==> config.mk <==
export PLATFORM = sky130hd
export DESIGN_NAME = cdb_broadcaster
export DESIGN_NICKNAME = d
export VERILOG_FILES = /design/src/rtl/cdb_broadcaster_pkg.sv /design/src/rtl/cdb_result_fifo.sv /design/src/rtl/cdb_broadcaster.sv
export SDC_FILE = /design/constraint.sdc
export NUM_CORES = 1
export LEC_CHECK = 0
export ABC_AREA = 1
export CAP_MARGIN = 5
export CORE_ASPECT_RATIO = 0.7
export CORE_MARGIN = 1.5
export CORE_UTILIZATION = 40
export CTS_BUF_LIST = sky130_fd_sc_hd__clkbuf_4 sky130_fd_sc_hd__clkbuf_8 sky130_fd_sc_hd__clkbuf_16
export DETAILED_ROUTE_END_ITERATION = 10
export DONT_BUFFER_PORTS = 1
export PLACE_DENSITY = 0.51
export REMOVE_ABC_BUFFERS = 1
export SLEW_MARGIN = 40
export SYNTH_ARGS = -nofsm -noshare
export SYNTH_HDL_FRONTEND = slang
export SYNTH_SLANG_ARGS = --single-unit
==> constraint.sdc <==
create_clock -name clk -period 13.25 [get_ports clk]
set_input_delay 2.65 -clock clk [delete_from_list [all_inputs] [get_ports clk]]
set_output_delay 2.65 -clock clk [all_outputs]
set_load 0.01 [all_outputs]
==> src/rtl/cdb_broadcaster_pkg.sv <==
// Shared widths and the broadcast packet type used by the CDB and RS wakeup ports.
package cdb_broadcaster_pkg;

   localparam int unsigned ROB_TAG_LEN   = 6;
   localparam int unsigned XLEN          = 32;
   localparam int unsigned NUM_FU        = 4;
   localparam int unsigned FU_IDX_WIDTH  = 2;
   localparam int unsigned BUF_DEPTH     = 2;
   localparam int unsigned BUF_PTR_WIDTH = 1;

   typedef struct packed {
      logic                   valid;
      logic [ROB_TAG_LEN-1:0] tag;
      logic [XLEN-1:0]        value;
   } cdb_packet_t;

endpackage

==> src/rtl/cdb_result_fifo.sv <==
// Per-FU result buffer: power-of-two depth, pointers wrap by truncation, flush empties it.
module cdb_result_fifo
   import cdb_broadcaster_pkg::*;
#(
   parameter int unsigned BufDepth    = 2,
   parameter int unsigned BufPtrWidth = 1
) (
   input  logic                   clk,
   input  logic                   reset,
   input  logic                   flush_i,
   input  logic                   push_i,
   input  logic [ROB_TAG_LEN-1:0] push_tag_i,
   input  logic [XLEN-1:0]        push_value_i,
   input  logic                   pop_i,
   output logic [ROB_TAG_LEN-1:0] head_tag_o,
   output logic [XLEN-1:0]        head_value_o,
   output logic [BufPtrWidth:0]   count_o
);

   logic [ROB_TAG_LEN-1:0] tag_mem_q   [BufDepth];
   logic [XLEN-1:0]        value_mem_q [BufDepth];
   logic [BufPtrWidth-1:0] head_q, head_d;
   logic [BufPtrWidth-1:0] tail_q, tail_d;
   logic [BufPtrWidth:0]   count_q, count_d;

   always_comb begin
      head_d  = head_q;
      tail_d  = tail_q;
      count_d = count_q;
      if (push_i) tail_d = tail_q + BufPtrWidth'(1);
      if (pop_i)  head_d = head_q + BufPtrWidth'(1);
      unique case ({push_i, pop_i})
         2'b10:   count_d = count_q + (BufPtrWidth+1)'(1);
         2'b01:   count_d = count_q - (BufPtrWidth+1)'(1);
         default: count_d = count_q;
      endcase
   end

   always_ff @(posedge clk) begin
      if (reset || flush_i) begin
         head_q  <= '0;
         tail_q  <= '0;
         count_q <= '0;
      end else begin
         head_q  <= head_d;
         tail_q  <= tail_d;
         count_q <= count_d;
      end
   end

   // Storage needs no reset; count gates every read.
   always_ff @(posedge clk) begin
      if (push_i && !reset && !flush_i) begin
         tag_mem_q[tail_q]   <= push_tag_i;
         value_mem_q[tail_q] <= push_value_i;
      end
   end

   assign head_tag_o   = tag_mem_q[head_q];
   assign head_value_o = value_mem_q[head_q];
   assign count_o      = count_q;

endmodule

==> src/rtl/cdb_broadcaster.sv <==
// Buffers FU results per unit and broadcasts one registered tag/value per cycle, round-robin.
module cdb_broadcaster
   import cdb_broadcaster_pkg::*;
#(
   parameter int unsigned NUM_FU        = cdb_broadcaster_pkg::NUM_FU,
   parameter int unsigned FU_IDX_WIDTH  = cdb_broadcaster_pkg::FU_IDX_WIDTH,
   parameter int unsigned BUF_DEPTH     = cdb_broadcaster_pkg::BUF_DEPTH,
   parameter int unsigned BUF_PTR_WIDTH = cdb_broadcaster_pkg::BUF_PTR_WIDTH
) (
   input  logic                                clk,
   input  logic                                reset,
   input  logic                                flush,
   input  logic [NUM_FU-1:0]                   fu_valid,
   input  logic [NUM_FU-1:0][ROB_TAG_LEN-1:0]  fu_tag,
   input  logic [NUM_FU-1:0][XLEN-1:0]         fu_value,
   output logic [NUM_FU-1:0]                   fu_ready,
   output logic                                cdb_valid,
   output logic [ROB_TAG_LEN-1:0]              cdb_tag,
   output logic [XLEN-1:0]                     cdb_value,
   output logic [FU_IDX_WIDTH-1:0]             cdb_fu_idx
);

   localparam logic [BUF_PTR_WIDTH:0] DepthCnt = (BUF_PTR_WIDTH+1)'(BUF_DEPTH);

   logic [BUF_PTR_WIDTH:0]   fifo_count [NUM_FU];
   logic [ROB_TAG_LEN-1:0]   head_tag   [NUM_FU];
   logic [XLEN-1:0]          head_value [NUM_FU];
   logic [NUM_FU-1:0]        fifo_pop;
   logic [NUM_FU-1:0]        fifo_push;

   logic                     grant_valid;
   logic [FU_IDX_WIDTH-1:0]  grant_idx;
   logic [FU_IDX_WIDTH-1:0]  cand;
   logic [FU_IDX_WIDTH-1:0]  rr_ptr_q, rr_ptr_d;
   logic [FU_IDX_WIDTH-1:0]  fu_idx_q, fu_idx_d;
   cdb_packet_t              cdb_q, cdb_d;

   for (genvar i = 0; i < NUM_FU; i++) begin : g_fifo
      assign fu_ready[i]  = (fifo_count[i] != DepthCnt);
      assign fifo_push[i] = fu_valid[i] && fu_ready[i];
      assign fifo_pop[i]  = grant_valid && !flush && (grant_idx == FU_IDX_WIDTH'(i));

      cdb_result_fifo #(
         .BufDepth    (BUF_DEPTH),
         .BufPtrWidth (BUF_PTR_WIDTH)
      ) u_fifo (
         .clk          (clk),
         .reset        (reset),
         .flush_i      (flush),
         .push_i       (fifo_push[i]),
         .push_tag_i   (fu_tag[i]),
         .push_value_i (fu_value[i]),
         .pop_i        (fifo_pop[i]),
         .head_tag_o   (head_tag[i]),
         .head_value_o (head_value[i]),
         .count_o      (fifo_count[i])
      );
   end

   // First non-empty FIFO at or after rr_ptr, wrapping by index truncation.
   always_comb begin
      grant_valid = 1'b0;
      grant_idx   = '0;
      cand        = '0;
      for (int k = 0; k < NUM_FU; k++) begin
         cand = rr_ptr_q + FU_IDX_WIDTH'(k);
         if (!grant_valid && (fifo_count[cand] != '0)) begin
            grant_valid = 1'b1;
            grant_idx   = cand;
         end
      end
   end

   always_comb begin
      rr_ptr_d    = rr_ptr_q;
      fu_idx_d    = fu_idx_q;
      cdb_d       = cdb_q;
      cdb_d.valid = 1'b0;
      if (flush) begin
         rr_ptr_d = '0;
      end else if (grant_valid) begin
         rr_ptr_d    = grant_idx + FU_IDX_WIDTH'(1);
         fu_idx_d    = grant_idx;
         cdb_d.valid = 1'b1;
         cdb_d.tag   = head_tag[grant_idx];
         cdb_d.value = head_value[grant_idx];
      end
   end

   always_ff @(posedge clk) begin
      if (reset) begin
         rr_ptr_q <= '0;
         fu_idx_q <= '0;
         cdb_q    <= '0;
      end else begin
         rr_ptr_q <= rr_ptr_d;
         fu_idx_q <= fu_idx_d;
         cdb_q    <= cdb_d;
      end
   end

   assign cdb_valid  = cdb_q.valid;
   assign cdb_tag    = cdb_q.tag;
   assign cdb_value  = cdb_q.value;
   assign cdb_fu_idx = fu_idx_q;

endmodule

==> results of run 1 <==
## per-layer routing
layer | track usage (%) | wire [um]
met1 | 26.57 | 16720
met2 | 30.95 | 17440
met3 | 8.166 | 3977
met4 | 5.682 | 746
met5 | 0 | 0
## path summary, 6_finish.rpt
check,start,to,slack (ns)
setup / recovery,flush,g_fifo[0].u_fifo.value_mem_q[0][21]$_DFFE_PP_,9.04
hold / removal,g_fifo[2].u_fifo.tail_q$_SDFFE_PP0P_,g_fifo[2].u_fifo.tail_q$_SDFFE_PP0P_,0.47
setup reg to reg,rr_ptr_q[0]$_SDFFE_PP0N_,g_fifo[1].u_fifo.count_o[1]$_SDFFE_PP0P_,9.31
hold reg to reg,g_fifo[2].u_fifo.tail_q$_SDFFE_PP0P_,g_fifo[2].u_fifo.tail_q$_SDFFE_PP0P_,0.47
## layout make-up
| type | count | area [um^2] |
|---|---|---|
| diodes | 4 | 10.01 |
| clock buffers | 50 | 1090 |
| clock inverters | 18 | 136.4 |
| fillers | 3346 | 20230 |
| inverters | 72 | 272.8 |
| multi-input cells | 713 | 4091 |
| flip-flops and latches | 367 | 10400 |
| well taps | 488 | 610.6 |
| repair buffers | 17 | 147.6 |
## critical path, delay by kind of cell
family / cells / cell delay [ns]
buf+inv: 3 / 1.01
simple gates: 2 / 0.68
## power groups by stage
stage / Combinational, uW / Sequential (uW) / Clock (uW)
2_1_floorplan: 864 / 1440 / 0
3_3_place_gp: 1340 / 1420 / 0
3_5_place_dp: 1360 / 1420 / 0
4_1_cts: 1370 / 1400 / 1080
5_1_grt: 1510 / 1410 / 1120
6_report: 1340 / 1400 / 1050
## sequential cells by signal (all words and copies together) (netlist names), named ones only
| signal | flops |
|---|---|
| g_fifo.u_fifo.value_mem_q | 256 |
| g_fifo.u_fifo.tag_mem_q | 48 |
| cdb_value | 32 |
| g_fifo.u_fifo.count_o | 8 |
| cdb_tag | 6 |
| g_fifo.u_fifo.head_q | 4 |
| g_fifo.u_fifo.tail_q | 4 |
| cdb_fu_idx | 2 |
| rr_ptr_q | 2 |
| cdb_valid | 1 |
## synth_stat cells
library cell,number
sky130_fd_sc_hd__buf_4,8
sky130_fd_sc_hd__nand2_1,315
sky130_fd_sc_hd__buf_2,19
sky130_fd_sc_hd__nand2_4,3
sky130_fd_sc_hd__nand3_4,1
sky130_fd_sc_hd__o211ai_1,1
sky130_fd_sc_hd__mux2_2,27
sky130_fd_sc_hd__ha_1,4
sky130_fd_sc_hd__buf_1,1
sky130_fd_sc_hd__nor2_1,22
sky130_fd_sc_hd__a21oi_1,20
sky130_fd_sc_hd__o21ai_0,16
sky130_fd_sc_hd__nand3_2,4
sky130_fd_sc_hd__nand3_1,164
sky130_fd_sc_hd__nand4_1,1
sky130_fd_sc_hd__nand2_2,5
sky130_fd_sc_hd__mux2i_1,116
sky130_fd_sc_hd__dfxtp_1,63
sky130_fd_sc_hd__inv_1,63
sky130_fd_sc_hd__nor2_2,1
sky130_fd_sc_hd__edfxtp_1,304
sky130_fd_sc_hd__o21ai_1,5
sky130_fd_sc_hd__nor3_1,4
sky130_fd_sc_hd__buf_6,2
sky130_fd_sc_hd__nor2_4,2
sky130_fd_sc_hd__nand4_2,1
sky130_fd_sc_hd__inv_2,8
sky130_fd_sc_hd__o21ai_2,1
sky130_fd_sc_hd__clkinv_1,1
sky130_fd_sc_hd__clkbuf_1,25
## cells by family after synthesis
group           after synthesis
buf+inv                     127
fa+ha+maj                     4
flops                       367
mux                         143
simple gates                523
compound gates               43
## through the flow
stage                     total power, uW  utilization [%]  setup WS [ns]
after global routing                 4040            45.27          8.809
after floorplan                      2305                -          6.698
after global placement               2763            41.82          8.518
after CTS                            3842            45.27          9.024
after detailed placement             2786            41.96          8.457
final                                3791            45.30          9.044
==> impl_metrics.tcl, run 1 <==
set metrics [dict create \
    run_status "finished, final reports clean" \
    detailed_place_hpwl_um 23850 \
    comb_power_share_pct 35.4 \
    power.density_mw_per_mm2 226.3 \
    buffer_ports.inserted 0 \
    dieHeight_um 164.7 \
    crit_required_ns 13.44 \
    largest_family_of_logic_cells_by_synthesized_area "simple AND/OR/NAND/NOR gates" \
    drc 0 \
    report.final.setup_viol 0 \
    first_global_vias 8711 \
    final_cell_count_no_fill 1729 \
    critPathMaxStageDelay_ns 0.60 \
    fp.dieArea_mm2 0.03856 \
    post-cts-setup-buffer-count 0 \
    grt_start_max_net_pins 73 \
    synth-compound-area-share_pct 1.482 \
    htree_levels 2 \
    io_pins 204 \
    power.internal_uw 2340 \
    rsz0062_at_grt "false" \
    synth_cell_types 30 \
    area_share_of_the_leading_cell_type_in_the_synthesized_netlist_pct 61.07 \
    place_congestion 0.7643 \
    synth_seq_area_share_pct 69.51 \
    layout.cells.most_common "sky130_fd_sc_hd__nand2_1" \
    worst-setup-path-type "in2reg" \
    setup_tns_ns 0 \
    synth_xor_area_share_pct 0 \
    cts_tree "yes" \
    finalMaxSlewViolations 0 \
    worst_reg_to_reg_cells 15 \
    cts_repair_resize_count 0 \
    post-synth-top-area-cell "sky130_fd_sc_hd__edfxtp_1" \
    worst_clock_skew_ns 0.01761 \
    first_pass_iters 4 \
    cts_hold_repair.buffers 0 \
    worst_hold_path.num_cells 2 \
    cts_buffer_depth 3 \
    timing_hold_violations_final 0 \
    fin_crit_sh_pct 31.74 \
    crit_top_cell "sky130_fd_sc_hd__buf_4" \
    globalRoute.totalOverflow 0 \
    postSynthCellCount 1207 \
    clock_power_share_pct 27.7 \
    max_freq_mhz 237.8 \
    sw_frac_of_total_pct 38.27 \
    yosys_warnings 0 \
    flow.area_growth_from_synthesis_pct 12.08 \
    crit_slowest_cell "sky130_fd_sc_hd__nor2_4" \
    worstPathMaxFanout 22 \
    cts.root.buffer_cell "sky130_fd_sc_hd__clkbuf_16" \
    fin_hold_ws_ns 0.4654 \
    starting_density_pct 40.42 \
    final_cell_mix "sky130_fd_sc_hd__nand2_1 (314), sky130_fd_sc_hd__edfxtp_1 (304), sky130_fd_sc_hd__nand3_1 (164), sky130_fd_sc_hd__mux2i_1 (116), sky130_fd_sc_hd__inv_1 (62)" \
    cts_buffers 38 \
    fin_area_mm2 0.01675 \
    seqPwrFrac_pct 36.9 \
    min_path_type "reg2reg" \
    wirelength_um 38880 \
    clock_latency_on_the_worst_skew_pair_ns 0.54 \
    postRouteAntennaNets 0 \
    netlist_top_cells_area "sky130_fd_sc_hd__edfxtp_1 (61%), sky130_fd_sc_hd__dfxtp_1 (8.4%), sky130_fd_sc_hd__nand2_1 (7.9%), sky130_fd_sc_hd__mux2i_1 (7.8%), sky130_fd_sc_hd__nand3_1 (5.5%)" \
    clk_pin_slew_worst_paths_ns 0.06 \
    worst_slew_margin_rel_pct 47.08 \
    grt_first_pass_wirelength_um 56380 \
    synth_fa_ha_area_share_pct 0.3348 \
    drv.max_cap_violation_count 0 \
    cts.sink_count 367 \
    avgSynthCellArea_um2 12.38 \
    number_of_antenna_violations_at_the_first_check_in_global_routing 2 \
    post-route-min-period_ns 4.206 \
    p_leak_uw 0.006074 \
    worstSetupEndpointType "register" \
    critical_path.cell_chain "nor2_1 > buf_4 > inv_1 > nor2_4 > buf_4" \
    share_of_final_layout_standard_cells_stronger_than_drive_strength_1_pct 11.72 \
    power_switching_uw 1451 \
    num-nets-final 1372 \
    tightest_slew_ns 0.7938 \
    timing.critical_path.arrival_ns 4.39 \
    rows 59 \
    synth.ff_latch_count 367 \
    detailroute.via_count 8859 \
    numPlacedInstances 1657 \
    synth.area.mux_share_pct 9.802 \
    placeableCoreArea_mm2 0.03698 \
    wl_per_cell_um 22.49 \
    grt_use_total_pct 20.25 \
    overall_die_width_um 234.1 \
    syn_area_mm2 0.01495 \
    crit_path_start_kind "input port" \
    power.ir.vdd_worst_mv 0.1721 \
    detail_route.iter0.violations 556 \
    yosys.area_share.simple_pct 15.23 \
    via_per_inst 5.124 \
    placement.cell_area_mm2 0.01552 \
]
(Power assumes the default switching activity.)
==> run 2, diff against run 1 <==
clock period = 4.2 ns   (was 13.25 ns; I/O delays follow)
==> run 2 against run 1 <==
Net effect: first-iteration DRC count grew 10%; final area is 0.50% higher; flip-flop and latch count is the same; largest cell class unchanged.
==> impl_metrics.tcl, run 2 (synthesis gave the netlist of run 1 again) <==
set metrics [dict create \
    run_status "finished, final reports clean" \
    fin_area_mm2 0.01684 \
    globalRouteMet2Util_pct 31.68 \
    worst-setup-path-type "reg2reg" \
    post-cts-setup-buffer-count 0 \
    report.final.setup_viol 0 \
    setup_slack_ns 1.081 \
    globalRouteMet3Util_pct 7.718 \
    max_freq_mhz 320.6 \
    detailroute.via_count 8933 \
    grt_start_max_net_pins 46 \
    largest_register "g_fifo.u_fifo.value_mem_q" \
    worst_slew_margin_rel_pct 51.92 \
    path_depth 15 \
    grt-busiest-layer "met2" \
    tightest_slew_ns 0.7212 \
    overall_die_width_um 234.1 \
    flow.area_growth_from_synthesis_pct 12.64 \
    layout.cells.most_common "sky130_fd_sc_hd__nand2_1" \
    timing.critical_path.arrival_ns 3.53 \
    fin_crit_sh_pct 74.27 \
    detailedPlace.worstSlack_ns 1.099 \
    clk_pin_slew_worst_paths_ns 0.06 \
    dieHeight_um 164.7 \
    drc 0 \
    grt_use_met1_pct 27.47 \
    critical_path.endpoint "g_fifo[0].u_fifo.count_o[1]$_SDFFE_PP0P_" \
    worstPathMaxFanout 14 \
    num-nets-final 1383 \
    rows 59 \
    setup_tns_ns 0 \
    crit_path_start_kind "register" \
    drv.max_cap_violation_count 0 \
    critPathMaxStageDelay_ns 0.57 \
    nFillCells 3313 \
    first_pass_iters 5 \
    htree_levels 2 \
    place_congestion 0.8125 \
    final_cell_count_no_fill 1741 \
    critical_path.cell_chain "inv_2 > nand2_1 > nand2_2 > o21ai_2 > inv_1 > nand2_1 > nand2_2 > nor2_4 > nand2_1 > inv_1 > ha_1 > a21oi_1 > o21ai_0 > o21ai_0 > a21oi_1" \
    worstSetupEndpointType "register" \
    share_of_final_layout_standard_cells_stronger_than_drive_strength_1_pct 12.89 \
    starting_density_pct 40.42 \
    detail_route.iter0.violations 613 \
    cts.root.buffer_cell "sky130_fd_sc_hd__clkbuf_16" \
    sequential_cell_area_mm2 0.01040 \
    grt_use_total_pct 20.65 \
    rrSetupSlack_ns 1.08 \
    clock_latency_on_the_worst_skew_pair_ns 0.53 \
    min_path_type "in2reg" \
    final_cell_mix "sky130_fd_sc_hd__nand2_1 (314), sky130_fd_sc_hd__edfxtp_1 (304), sky130_fd_sc_hd__nand3_1 (164), sky130_fd_sc_hd__mux2i_1 (116), sky130_fd_sc_hd__inv_1 (62)" \
    multi_input_comb_area_mm2 0.004073 \
    critical_path.top_delay_family "simple AND/OR/NAND/NOR gates" \
    buffer_ports.inserted 0 \
    worst_reg_to_reg_cells 15 \
    crit_top_cell "sky130_fd_sc_hd__nand2_1" \
    detailed_place_hpwl_um 24710 \
    io_pins 204 \
    globalRoute.totalOverflow 0 \
    first_global_vias 8729 \
    timing_hold_violations_final 0 \
    power.density_mw_per_mm2 718.2 \
    crit_slowest_cell "sky130_fd_sc_hd__dfxtp_1" \
    post-route-min-period_ns 3.119 \
    r2r-start "rr_ptr_q[0]$_SDFFE_PP0N_" \
    via_per_inst 5.131 \
    worstReg2RegEnd "g_fifo[0].u_fifo.count_o[1]$_SDFFE_PP0P_" \
    power.total_uw 12090 \
    cts_buffer_depth 3 \
    rsz0062_at_grt "false" \
    cts_repair_resize_count 0 \
    cts_hold_repair.buffers 0 \
    wirelength_um 39360 \
    p_leak_uw 0.006134 \
    worst_clock_skew_ns 0.01507 \
    placeableCoreArea_mm2 0.03698 \
    cp_num_buf_inv 3 \
    crit_required_ns 4.61 \
    fp.dieArea_mm2 0.03856 \
    postRouteAntennaNets 0 \
    placement.cell_area_mm2 0.01558 \
    wl_per_cell_um 22.60 \
    cts_tree "yes" \
    power.ir.vdd_worst_mv 0.4796 \
    cts_buffers 38 \
    finalMaxSlewViolations 0 \
    flip_flop_count_of_the_largest_register_all_copies_and_words_added 256 \
    grt_first_pass_wirelength_um 57370 \
    cts.sink_count 367 \
    numPlacedInstances 1668 \
    number_of_antenna_violations_at_the_first_check_in_global_routing 6 \
    worst_setup_sp "rr_ptr_q[0]$_SDFFE_PP0N_" \
]
## run 2: layer usage
metal  part of all wire [%]  wire length (um)  up-vias
met5                   0.10                41        -
met4                    2.2               875        6
met3                    9.8              3867       61
met2                     44             17480      253
met1                     43             17090     4343
li1                       -                 -     4270
## run 2: cell type report
class,count,share of cell area [%]
antenna,4,0.05945
clock buffer,55,6.695
tap,488,3.626
sequential,367,61.78
clock inverter,14,0.7060
timing repair buffer,28,1.323
multi-input combinational,713,24.19
inverter,72,1.620
## run 2: metrics by stage
step / hold WS, ns / util, %
2_1_floorplan: 0.4398 / -
3_3_place_gp: 0.4482 / 42.10
3_5_place_dp: 0.4569 / 42.13
4_1_cts: 0.3783 / 45.50
5_1_grt: 0.3777 / 45.50
6_report: 0.4031 / 45.53
## run 2: worst min-delay path by stage
stage	from	to	depth (start not counted)
4_1_cts	fu_tag[2]	g_fifo[0].u_fifo.tag_mem_q[0][2]$_DFFE_PP_	0
3_3_place_gp	g_fifo[2].u_fifo.tail_q$_SDFFE_PP0P_	g_fifo[2].u_fifo.tail_q$_SDFFE_PP0P_	2
3_5_place_dp	g_fifo[1].u_fifo.tail_q$_SDFFE_PP0P_	g_fifo[1].u_fifo.tail_q$_SDFFE_PP0P_	2
5_1_grt	fu_value[35]	g_fifo[1].u_fifo.value_mem_q[0][3]$_DFFE_PP_	0
6_report	fu_value[51]	g_fifo[1].u_fifo.value_mem_q[0][19]$_DFFE_PP_	0
2_1_floorplan	g_fifo[0].u_fifo.tail_q$_SDFFE_PP0P_	g_fifo[0].u_fifo.tail_q$_SDFFE_PP0P_	2
## run 2: report_power, final
group / internal [uW] / leakage (uW) / total [uW] / switching [uW]
clock network: 1990 / 0.000634 / 3360 / 1370
logic: 1240 / 0.00222 / 4210 / 2960
registers: 4200 / 0.00328 / 4530 / 331
total: 7430 / 0.00613 / 12100 / 4660
## run 2: worst register-to-register path, cell delays in order, from the launching register on
cell,delay (ns)
sky130_fd_sc_hd__dfxtp_1,0.57
sky130_fd_sc_hd__inv_2,0.21
sky130_fd_sc_hd__nand2_1,0.12
sky130_fd_sc_hd__nand2_2,0.10
sky130_fd_sc_hd__o21ai_2,0.24
sky130_fd_sc_hd__inv_1,0.06
sky130_fd_sc_hd__nand2_1,0.15
sky130_fd_sc_hd__nand2_2,0.28
sky130_fd_sc_hd__nor2_4,0.38
sky130_fd_sc_hd__nand2_1,0.15
sky130_fd_sc_hd__inv_1,0.08
sky130_fd_sc_hd__ha_1,0.25
sky130_fd_sc_hd__a21oi_1,0.11
sky130_fd_sc_hd__o21ai_0,0.11
sky130_fd_sc_hd__o21ai_0,0.15
sky130_fd_sc_hd__a21oi_1,0.05
